**config.mk**
```make
export PLATFORM = sky130hd
export DESIGN_NAME = pc_unit
export DESIGN_NICKNAME = d
export VERILOG_FILES = /design/src/rtl/pc_pkg.sv /design/src/rtl/ras_stack.sv /design/src/rtl/pc_unit.sv
export SDC_FILE = /design/constraint.sdc
export NUM_CORES = 1
export LEC_CHECK = 0
export BUFFER_PORTS_ARGS = -buffer_cell sky130_fd_sc_hd__buf_2
export CELL_PAD_IN_SITES_DETAIL_PLACEMENT = 0
export CELL_PAD_IN_SITES_GLOBAL_PLACEMENT = 1
export CORE_MARGIN = 2
export CORE_UTILIZATION = 46
export DETAILED_ROUTE_END_ITERATION = 10
export PLACE_DENSITY_LB_ADDON = 0.1
export RECOVER_POWER = 50
export SYNTH_ARGS = -nofsm -noshare
export SYNTH_HDL_FRONTEND = slang
export SYNTH_SLANG_ARGS = --single-unit
```
**constraint.sdc**
```tcl
create_clock -name CLK -period 10.37 [get_ports CLK]
set_input_delay 2.074 -clock CLK [delete_from_list [all_inputs] [get_ports CLK]]
set_output_delay 2.074 -clock CLK [all_outputs]
set_load 0.05 [all_outputs]
```
**src/rtl/pc_pkg.sv**
```systemverilog
// pc_pkg: shared constants and the next-PC selection encoding for the fetch
// program-counter unit (pc_unit) and its return-address stack (ras_stack).
package pc_pkg;

  localparam int          PC_WIDTH        = 32;
  localparam logic [31:0] PC_RESET_VECTOR = 32'h0000_0000;
  localparam logic [31:0] PC_TRAP_VECTOR  = 32'h0000_0100;
  localparam int unsigned PC_INC          = 4;
  localparam int          PC_RAS_DEPTH    = 4;

  // Next-PC source, listed from highest to lowest priority.
  typedef enum logic [2:0] {
    SEL_TRAP  = 3'd0,
    SEL_MRET  = 3'd1,
    SEL_REDIR = 3'd2,
    SEL_HOLD  = 3'd3,
    SEL_RAS   = 3'd4,
    SEL_SEQ   = 3'd5
  } pc_sel_e;

  // The RAS may only change in cycles whose PC comes from the RAS or from the
  // sequential path. Every higher-priority source cancels pending call/return
  // bookkeeping.
  function automatic logic ras_op_allowed(input pc_sel_e sel);
    return (sel == SEL_RAS) || (sel == SEL_SEQ);
  endfunction

endpackage

```
**src/rtl/ras_stack.sv**
```systemverilog
// ras_stack: circular return-address stack.
//   CLK       in  clock, rising edge
//   RST       in  synchronous active-low reset (count/pointer/entries cleared)
//   flush     in  discard all entries (count -> 0)
//   push      in  push push_data
//   pop       in  pop the top entry (ignored when empty)
//   push_data in  return address to push
//   top       out current top entry (meaningful only when !empty)
//   empty     out count == 0
//   full      out count == RAS_DEPTH
// ptr addresses the next free slot, so the top lives at ptr-1. Pointer
// arithmetic relies on RAS_DEPTH being a power of two, which lets the pointer
// wrap naturally. Pushing onto a full stack overwrites the oldest entry.
module ras_stack
  import pc_pkg::*;
#(
  parameter int WIDTH     = PC_WIDTH,
  parameter int RAS_DEPTH = PC_RAS_DEPTH
) (
  input  logic             CLK,
  input  logic             RST,
  input  logic             flush,
  input  logic             push,
  input  logic             pop,
  input  logic [WIDTH-1:0] push_data,
  output logic [WIDTH-1:0] top,
  output logic             empty,
  output logic             full
);

  localparam int PW = $clog2(RAS_DEPTH);
  localparam logic [PW-1:0] PTR_ONE  = PW'(1);
  localparam logic [PW:0]   CNT_ONE  = (PW + 1)'(1);
  localparam logic [PW:0]   CNT_FULL = (PW + 1)'(RAS_DEPTH);

  logic [WIDTH-1:0] mem [RAS_DEPTH];
  logic [PW-1:0]    ptr;
  logic [PW:0]      count;
  logic [PW-1:0]    top_idx;

  assign top_idx = ptr - PTR_ONE;
  assign top     = mem[top_idx];
  assign empty   = (count == '0);
  assign full    = (count == CNT_FULL);

  always_ff @(posedge CLK) begin
    if (!RST) begin
      ptr   <= '0;
      count <= '0;
      for (int i = 0; i < RAS_DEPTH; i++) mem[i] <= '0;
    end else if (flush) begin
      ptr   <= '0;
      count <= '0;
    end else if (push && pop && !empty) begin
      // The caller consumes the old top this cycle; the new return address
      // takes its slot, so depth is unchanged.
      mem[top_idx] <= push_data;
    end else if (push) begin
      // Also covers push+pop on an empty stack, which acts as a plain push.
      mem[ptr] <= push_data;
      ptr      <= ptr + PTR_ONE;
      if (!full) count <= count + CNT_ONE;
    end else if (pop && !empty) begin
      ptr   <= ptr - PTR_ONE;
      count <= count - CNT_ONE;
    end
  end

endmodule

```
**src/rtl/pc_unit.sv**
```systemverilog
// pc_unit: fetch program counter with trap/mret/redirect/RAS-prediction select.
//   CLK             in  clock, rising edge
//   RST             in  synchronous active-low reset
//   Stall           in  hold PC (cache miss / load-use)
//   trap_valid      in  take trap; trap_pc is saved into epc
//   trap_pc         in  PC of the trapping instruction
//   mret_valid      in  return from trap (PC <= epc)
//   redirect_valid  in  taken branch/jump resolved in EX
//   redirect_target in  EX target address (low two bits forced to zero)
//   call_push       in  decode saw a call; push call_ret_addr
//   call_ret_addr   in  return address to push
//   ret_pop         in  decode saw a return; predict from RAS top
//   PC              out current fetch address
//   PCPlus          out PC + INC, combinational
//   epc             out saved exception PC
//   ras_empty       out RAS holds no entries
//   ras_full        out RAS holds RAS_DEPTH entries
//   misalign_err    out one-cycle pulse after a redirect to a non-word-aligned target
// Priority, highest first: trap, mret, redirect, stall, RAS return, sequential.
// Trap, mret and redirect all override Stall.
module pc_unit
  import pc_pkg::*;
#(
  parameter int               WIDTH        = PC_WIDTH,
  parameter logic [WIDTH-1:0] RESET_VECTOR = WIDTH'(PC_RESET_VECTOR),
  parameter logic [WIDTH-1:0] TRAP_VECTOR  = WIDTH'(PC_TRAP_VECTOR),
  parameter int unsigned      INC          = PC_INC,
  parameter int               RAS_DEPTH    = PC_RAS_DEPTH
) (
  input  logic             CLK,
  input  logic             RST,
  input  logic             Stall,
  input  logic             trap_valid,
  input  logic [WIDTH-1:0] trap_pc,
  input  logic             mret_valid,
  input  logic             redirect_valid,
  input  logic [WIDTH-1:0] redirect_target,
  input  logic             call_push,
  input  logic [WIDTH-1:0] call_ret_addr,
  input  logic             ret_pop,
  output logic [WIDTH-1:0] PC,
  output logic [WIDTH-1:0] PCPlus,
  output logic [WIDTH-1:0] epc,
  output logic             ras_empty,
  output logic             ras_full,
  output logic             misalign_err
);

  pc_sel_e          sel;
  logic [WIDTH-1:0] ras_top;
  logic             ras_push;
  logic             ras_pop;
  logic [WIDTH-1:0] pc_next;

  // Wraps modulo 2^WIDTH by construction.
  assign PCPlus = PC + WIDTH'(INC);

  always_comb begin
    sel = SEL_SEQ;
    if (trap_valid)                 sel = SEL_TRAP;
    else if (mret_valid)            sel = SEL_MRET;
    else if (redirect_valid)        sel = SEL_REDIR;
    else if (Stall)                 sel = SEL_HOLD;
    else if (ret_pop && !ras_empty) sel = SEL_RAS;
  end

  always_comb begin
    pc_next = PCPlus;
    case (sel)
      SEL_TRAP:  pc_next = TRAP_VECTOR;
      SEL_MRET:  pc_next = epc;
      SEL_REDIR: pc_next = {redirect_target[WIDTH-1:2], 2'b00};
      SEL_HOLD:  pc_next = PC;
      SEL_RAS:   pc_next = ras_top;
      default:   pc_next = PCPlus;
    endcase
  end

  assign ras_push = call_push && ras_op_allowed(sel);
  assign ras_pop  = ret_pop   && ras_op_allowed(sel);

  ras_stack #(
    .WIDTH     (WIDTH),
    .RAS_DEPTH (RAS_DEPTH)
  ) u_ras (
    .CLK       (CLK),
    .RST       (RST),
    .flush     (sel == SEL_TRAP),
    .push      (ras_push),
    .pop       (ras_pop),
    .push_data (call_ret_addr),
    .top       (ras_top),
    .empty     (ras_empty),
    .full      (ras_full)
  );

  always_ff @(posedge CLK) begin
    if (!RST) begin
      PC           <= RESET_VECTOR;
      epc          <= '0;
      misalign_err <= 1'b0;
    end else begin
      PC           <= pc_next;
      misalign_err <= (sel == SEL_REDIR) && (|redirect_target[1:0]);
      if (sel == SEL_TRAP) epc <= trap_pc;
    end
  end

endmodule

```
* Word-level counts from Yosys, hierarchy flattened
Memory sizes are Yosys's and may differ from the RTL's. Cells that the tools add are included.
Operators by class: mux-type cells 27, $lt $le $gt $ge 0, reductions and logical operators 18, divide/modulo/power cells 0, bitwise gates (word level) 2, $mul 0, equality and inequality tests 7, add/subtract/negate cells 5, shift operators 0
Operators with widths (count):
- $pmux W32 S5 | 1
- $mux W32 | 2
- $reduce_or A32 Y1 | 2
- $add A32 B3 Y32 const B | 1
- $mux W3 | 7
- $mux W1 | 13
- $eq A3 B3 Y1 const B | 3
- $mux W2 | 4
- $logic_and A1 B1 Y1 | 7
- $eq A3 B2 Y1 const B | 2
- $logic_not A3 Y1 | 2
- $reduce_or A2 Y1 | 2
- $add A3 B1 Y3 const B | 1
- $eq A3 B1 Y1 const B | 1
- $reduce_and A3 Y1 | 1
- $sub A3 B1 Y3 const B | 1
- $add A2 B1 Y2 const B | 1
- $ne A2 B2 Y1 const B | 1
- $not A1 Y1 | 2
- $reduce_and A2 Y1 | 1
- $reduce_bool A2 Y1 | 1
- $sub A2 B1 Y2 const B | 1
- $logic_not A1 Y1 | 1
- $logic_or A1 B1 Y1 | 1
Storage, ports and cells: memories kept 1, logic and storage cells 65, bits in writable memories 128, memory bits (read-only) 0, flip-flop bits (word level) 70, latch bits 0
Memories:
- u_ras.mem | depth 4, bits a word 32, read ports 1, clocked after Yosys merged registers in 0, write ports 4, line ras_stack.sv:36 | logic [WIDTH-1:0] mem [RAS_DEPTH];

* Longest topological paths before layout
Gate-level depths: netlist of run 1.
depth after elaboration 20, depth in mapped cells 8, depth with buffers taken out 7

* By module
From an unflattened synthesis of run 1, not the netlist that was laid out.
Second synthesis, totals: cells, all modules 859, area total of the unflattened synthesis 9750.6 um^2
By module, submodules not included:
- ras_stack | cells each 398, instances 1, area each 5779.3 um^2
- pc_unit | cells each 461, instances 1, area each 3971.3 um^2

* Worst setup path before layout of run 1
No wires, ideal clock.
path type input port to flip-flop, from in Stall, to mem u_ras.mem[3][0] (netlist bit), enable pin, buffers on the path 1, stages on the path 4, slack 4.776 ns, arrival time 5.129 ns, path through buf_2 -> nor4_4 -> nand2_1 -> o21ai_0
RTL lines:
- start: declaration | line pc_unit.sv:32 | input logic Stall,
- end: declaration | line ras_stack.sv:36

==> results.tsv, run 1 <==
stage	metric	value	unit
run_status	outcome	finished, violations left	
run_status	violations	capacitance limit, slew limit	
setup_path	cp-end-kind	register	
yosys	synth_top_family_by_area	simple AND/OR/NAND/NOR gates	
die	coreArea	20360	sq um
power	power_leakage	4.453	nW
final_layout	n_antenna_cell	0	
timing	fin_tns_setup	0	ns
clocking	ctsHoldBuffers	0	
timing	whs	0.5345	ns
timing	fin_worst_skew	0.01181	ns
timing	max_freq	142.6	MHz
clocking	tritoncts	done	
route	drt_first_pass_iters	5	
yosys	yosysTopAreaCellShare	0.3992	
timing	worst_pin_slew	3.366	ns
timing	rsz0062_at_grt	no	
yosys	ys.flop_type	edfxtp_1	
yosys	synth.area.top_cells	edfxtp_1, dfxtp_1, mux4_2, nor2_1, mux2i_1	
yosys	yosysTopAreaCell	edfxtp_1	
final_layout	areaGrowthSynthToFinish	17.35	%
global_routing	first_global_vias	7098	
yosys	synth-seq-cells	198	
timing	slew_violations	52	
timing	fin_crit_sh	0.6761	
route	final_antenna_net_count	0	
final_layout	finish.utilization	0.5548	
global_routing	grt_pass1_wl	40880	um
setup_path	worstPathMaxFanout	51	
yosys	synth_edf_count	128	
yosys	async_flop_share	0	
place	portBuffers	202	
setup_path	path_class	in -> reg	
clocking	clock_latency	0.44	ns
yosys	netlist_top_cells_count	nor2_1, edfxtp_1, nand2_1, dfxtp_1, inv_1	
clocking	post_cts_buffers	0	
route	remaining_drc_errors	0	
route	viasPerCell	5.538	
timing	setup_viol	0	
yosys	syn_area	9628	sq um
global_routing	antenna_found_initial	0	
yosys	synth_simple_gate_area_share	0.1543	
clocking	path_clk_slew	0.08	ns
timing	post-route-min-period	7.011	ns
clocking	h-tree-depth	4	
timing	relSlewSlack	-1.244	
power	peakVddDrop	119.1	uV
route	wl_per_cell	20.32	um
route	first_iter_violations	484	
final_layout	num-nets-final	1143	
global_routing	gr-usage-all-layers	0.2455	
yosys	ys_types	68	
die	fp.dieH	148.7	um
clocking	clock_sinks	198	
worst_hold_path	min_path_type	reg -> reg	
clocking	root_buffer	clkbuf_16	
clocking	cts_resized	0	
yosys	synthAdderAreaFrac	0.003379	
global_routing	grt_overflow	0	
final_layout	layout-drive-gt1-share	0.2210	
die	io_pins	203	
die	die_w	148.7	um
yosys	synthMostInstantiatedCell	nor2_1	
power	power.density	160.1	nW/um^2
yosys	synth_fp_nets	970	
yosys	synth_compound_area_frac	0.1072	
route	vias	7310	
clocking	numCtsBuffers	17	
clocking	clockBufferDepth	2	
run	drv_cap	1	
die	fp-row-count	52	
yosys	synth_xor_area_frac	0.03080	
yosys	synthCells	864	
setup_path	startpoint_type	input port	
die	die-area	22100	sq um
yosys	synth.area.mux_share	0.1093	
place	gp_congestion	0.8385	
yosys	yosys_warnings	0	
die	start_util	0.4728	
route	wirelength	26820	um
place	dp_hpwl	18890	um
yosys	seq_area_frac_synth	0.5448	
setup_path	crit_arrival	6.99	ns
global_routing	grt_max_degree	52	
timing	hold_violations	0	
setup_path	required	10.35	ns
yosys	avgSynthCellArea	11.14	sq um
-- layer usage --
metal | up-vias | wire length [um] | track usage
met3 | 29 | 1583 | 0.03742
met5 | - | 0 | 0
li1 | 3478 | - | -
met4 | 0 | 410 | 0.06619
met2 | 261 | 12990 | 0.4028
met1 | 3542 | 11830 | 0.3435
-- placed cells by master, fill, tap and decap left out, types with 7 or more instances in the layout --
cell type / instances
nand3_1: 18
buf_4: 10
nand2_1: 71
o21a_1: 9
edfxtp_1: 128
a311oi_1: 8
nor2_1: 163
mux2i_1: 32
xnor2_1: 19
clkbuf_16: 17
a21oi_1: 30
o21ai_0: 26
o22ai_1: 7
xor2_1: 13
o221ai_1: 15
a221oi_1: 9
clkbuf_1: 75
inv_1: 49
a211oi_1: 9
mux4_2: 32
dfxtp_1: 69
buf_2: 129
-- worst max-delay path: stages --
cell	delay, ns
buf_2	0.07
clkbuf_1	2.37
nor4_1	0.63
and3_1	0.45
buf_4	0.24
nand4_1	0.13
buf_4	0.38
nand2_2	0.60
-- flip-flops by register name, indices dropped and copies added, names as in the netlist --
signal        count
u_ras.mem       128
PC               32
epc              32
misalign_err      1
u_ras.ptr         2
u_ras.count       3
-- power breakdown --
group | internal (W) | switching, W | leakage (nW)
clock | 0.000371 | 0.000329 | 0.299
combinational | 0.0000619 | 0.000153 | 2.27
sequential | 0.000869 | 0.0000252 | 1.88
total | 0.00130 | 0.000507 | 4.45
-- per-stage QoR --
| step | setup slack (ns) | cell area [sq um] | cells | power, W |
|---|---|---|---|---|
| after detailed placement | 4.837 | 10790 | 1288 | 0.001131 |
| after global routing | 2.931 | 11300 | 1320 | 0.001869 |
| after floorplan | 4.776 | 9628 | 864 | 0.001057 |
| after CTS | 5.286 | 11420 | 1320 | 0.001826 |
| after global placement | 4.972 | 10790 | 1288 | 0.001129 |
| final | 3.359 | 11300 | 1320 | 0.001809 |
-- logic make-up (layout without fill, tap and decap cells) --
| family | after synthesis | count (layout) |
|---|---|---|
| AO/OA/AOI/OAI | 144 | 144 |
| XOR/XNOR | 33 | 33 |
| adder cells (fa/ha/maj) | 2 | 2 |
| buffers and inverters | 111 | 297 |
| flip-flops | 198 | 198 |
| multiplexers | 65 | 65 |
| AND/OR/NAND/NOR | 311 | 311 |
-- path summary, 6_finish.rpt --
kind / end / cells after the start / slack (ns) / startpoint
setup / recovery: u_ras.mem[0][22] / 8 / 3.36 / trap_valid
hold / removal: epc[29] / 2 / 0.53 / epc[29]
setup reg to reg: u_ras.mem[3][19] / 5 / 7.43 / u_ras.count[2]
hold reg to reg: epc[29] / 2 / 0.53 / epc[29]
-- area by class of cell --
class	count	area, sq um
clock inverter	15	196.4
clock buffer	17	425.4
fill	1824	9066
multi-input combinational	555	3899
timing repair buffer	214	1002
tap	270	337.8
inverter	51	191.4
sequential	198	5246
Power figures use the tool's default switching activity.
==> inputs of run 2 (changes only) <==
--- a/config.mk
+++ b/config.mk
@@ -9,7 +9,7 @@
 export CELL_PAD_IN_SITES_DETAIL_PLACEMENT = 0
 export CELL_PAD_IN_SITES_GLOBAL_PLACEMENT = 1
 export CORE_MARGIN = 2
-export CORE_UTILIZATION = 46
+export CORE_UTILIZATION = 43
 export DETAILED_ROUTE_END_ITERATION = 10
 export PLACE_DENSITY_LB_ADDON = 0.1
 export RECOVER_POWER = 50
==> constraint.sdc (replaced) <==
create_clock -name CLK -period 7 [get_ports CLK]
set_input_delay 1.4 -clock CLK [delete_from_list [all_inputs] [get_ports CLK]]
set_output_delay 1.4 -clock CLK [all_outputs]
set_load 0.05 [all_outputs]
==> run 2 against run 1 <==
Compared with the run above:
- the run still ends with capacitance limit, slew limit left
- count of clock-buffer cells in the layout up 1
- register-to-register slack worse by 3.9 ns
- sequential power up 48%
- total power up 52%
- combinational power up 47%
- die area up 6.8%
- global-route usage down 1.9 points
- utilization down 3.6 points
- critical endpoint is now u_ras.mem[2][13]
- hold slack better by 0.0043 ns
==> results.tsv, run 2 (synthesis results as in run 1) <==
stage	metric	value	unit
setup_path	path_buf_inv	4	
timing	setup_viol	0	
global_routing	grt_max_degree	51	
place	portBuffers	202	
clocking	numCtsBuffers	17	
timing	worst_pin_slew	2.061	ns
final_layout	instances_no_fill	1333	
global_routing	grt_overflow	0	
route	final_antenna_net_count	0	
clocking	clockBufferDepth	2	
final_layout	num-nets-final	1144	
route	wirelength	27090	um
route	remaining_drc_errors	0	
die	fp.dieH	153.6	um
setup_path	crit_arrival	5.22	ns
die	die_w	153.6	um
global_routing	grt_pass1_wl	41220	um
final_layout	finish.utilization	0.5190	
power	peakVddDrop	146.8	uV
clocking	tritoncts	done	
timing	rsz0062_at_grt	no	
global_routing	antenna_found_initial	2	
die	start_util	0.4398	
route	vias	7270	
timing	hold_violations	0	
route	viasPerCell	5.454	
clocking	post_cts_buffers	0	
clocking	root_buffer	clkbuf_16	
clocking	path_clk_slew	0.08	ns
final_layout	nFillCells	2108	
setup_path	max_stage_delay	1.13	ns
clocking	clock_latency	0.44	ns
power	power.density	241.3	nW/um^2
place	dp_cells	1299	
timing	relSlewSlack	-0.3738	
run	drv_cap	2	
final_layout	layout_common_cells	nor2_1, buf_2, edfxtp_1	
place	placed_area	10820	sq um
route	first_iter_violations	412	
setup_path	path_class	in -> reg	
clocking	h-tree-depth	4	
final_layout	reg.largest.list	u_ras.mem (128), PC (32), epc (32)	
final_layout	areaGrowthSynthToFinish	18.01	%
place	dp_hpwl	18890	um
clocking	clock_sinks	198	
timing	fin_tns_setup	0	ns
die	die-area	23600	sq um
die	fp-row-count	54	
run_status	outcome	finished, violations left	
setup_path	crit_cells	8	
route	wl_per_cell	20.32	um
setup_path	cp-end-kind	register	
final_layout	largest_reg_flops	128	
final_layout	regMostFlops	u_ras.mem	
power	power_leakage	4.476	nW
timing	fin_worst_skew	0.01617	ns
run_status	violations	capacitance limit, slew limit	
final_layout	design_area	11360	sq um
setup_path	crit_family	buffers and inverters	
timing	post-route-min-period	5.146	ns
clocking	cts_resized	0	
setup_path	worstPathMaxFanout	35	
setup_path	startpoint_type	input port	
setup_path	path_cells	clkbuf_1, nor4_1, and3_1, buf_4, nand4_2, clkbuf_1, nand2_1, buf_4	
place	gp_congestion	0.8232	
route	drt_first_pass_iters	5	
setup_path	r2r_cells	5	
timing	slew_violations	67	
power	power	0.002741	W
setup_path	required	7.08	ns
setup_path	slowest_stage	nor4_1	
worst_hold_path	hold_depth	2	
global_routing	gr-usage-all-layers	0.2260	
worst_hold_path	min_path_type	reg -> reg	
final_layout	final_common_cell	nor2_1	
die	io_pins	203	
global_routing	first_global_vias	6995	
timing	fin_crit_sh	0.7351	
die	coreArea	21890	sq um
final_layout	layout-drive-gt1-share	0.2179	
clocking	ctsHoldBuffers	0	
timing	max_freq	194.3	MHz
## run 2: worst reg2reg max path, delay by kind of cell, from the launching register on
kind / cells / cell delay, ns
AND/OR/NAND/NOR: 1 / 0.26
AO/OA/AOI/OAI: 1 / 0.15
multiplexers: 1 / 0.32
flip-flops: 1 / 0.32
buffers and inverters: 2 / 2.05
## run 2: worst paths after layout
| path | from | end | slack (ns) |
|---|---|---|---|
| max | redirect_valid | u_ras.mem[2][13] | 1.85 |
| min | epc[27] | epc[27] | 0.54 |
| max reg2reg | u_ras.ptr[0] | u_ras.mem[3][17] | 3.48 |
| min reg2reg | epc[27] | epc[27] | 0.54 |
## run 2: metal layers
| metal | vias up | track usage | part of all wire |
|---|---|---|---|
| met5 | - | 0 | 0 |
| met4 | 0 | 0.06466 | 0.018 |
| met3 | 27 | 0.03918 | 0.050 |
| met2 | 219 | 0.3581 | 0.47 |
| met1 | 3542 | 0.3214 | 0.46 |
| li1 | 3482 | - | - |
## run 2: layout make-up
class	instances	area [sq um]	area share
Sequential cell	198	5246	0.4617
Multi-Input combinational cell	555	3897	0.3430
Timing Repair Buffer	215	1008	0.08876
Clock buffer	18	429.2	0.03777
Tap cell	280	350.3	0.03083
Clock inverter	14	234.0	0.02059
Inverter	51	191.4	0.01685
Antenna cell	2	5.005	0.0004405
## run 2: power breakdown
part | switching (W) | internal [W] | total [W]
Sequential | 0.0000368 | 0.00129 | 0.00132
Clock | 0.000481 | 0.000619 | 0.00110
Combinational | 0.000226 | 0.0000897 | 0.000316
Total | 0.000744 | 0.00200 | 0.00274
## run 2: stage by stage
| stage | setup WS [ns] | hold WS (ns) |
|---|---|---|
| detailed placement | 2.473 | 0.5189 |
| floorplan | 2.080 | 0.5657 |
| CTS | 2.751 | 0.5402 |
| global route | 1.348 | 0.5701 |
| global placement | 2.607 | 0.5171 |
| finish | 1.854 | 0.5389 |
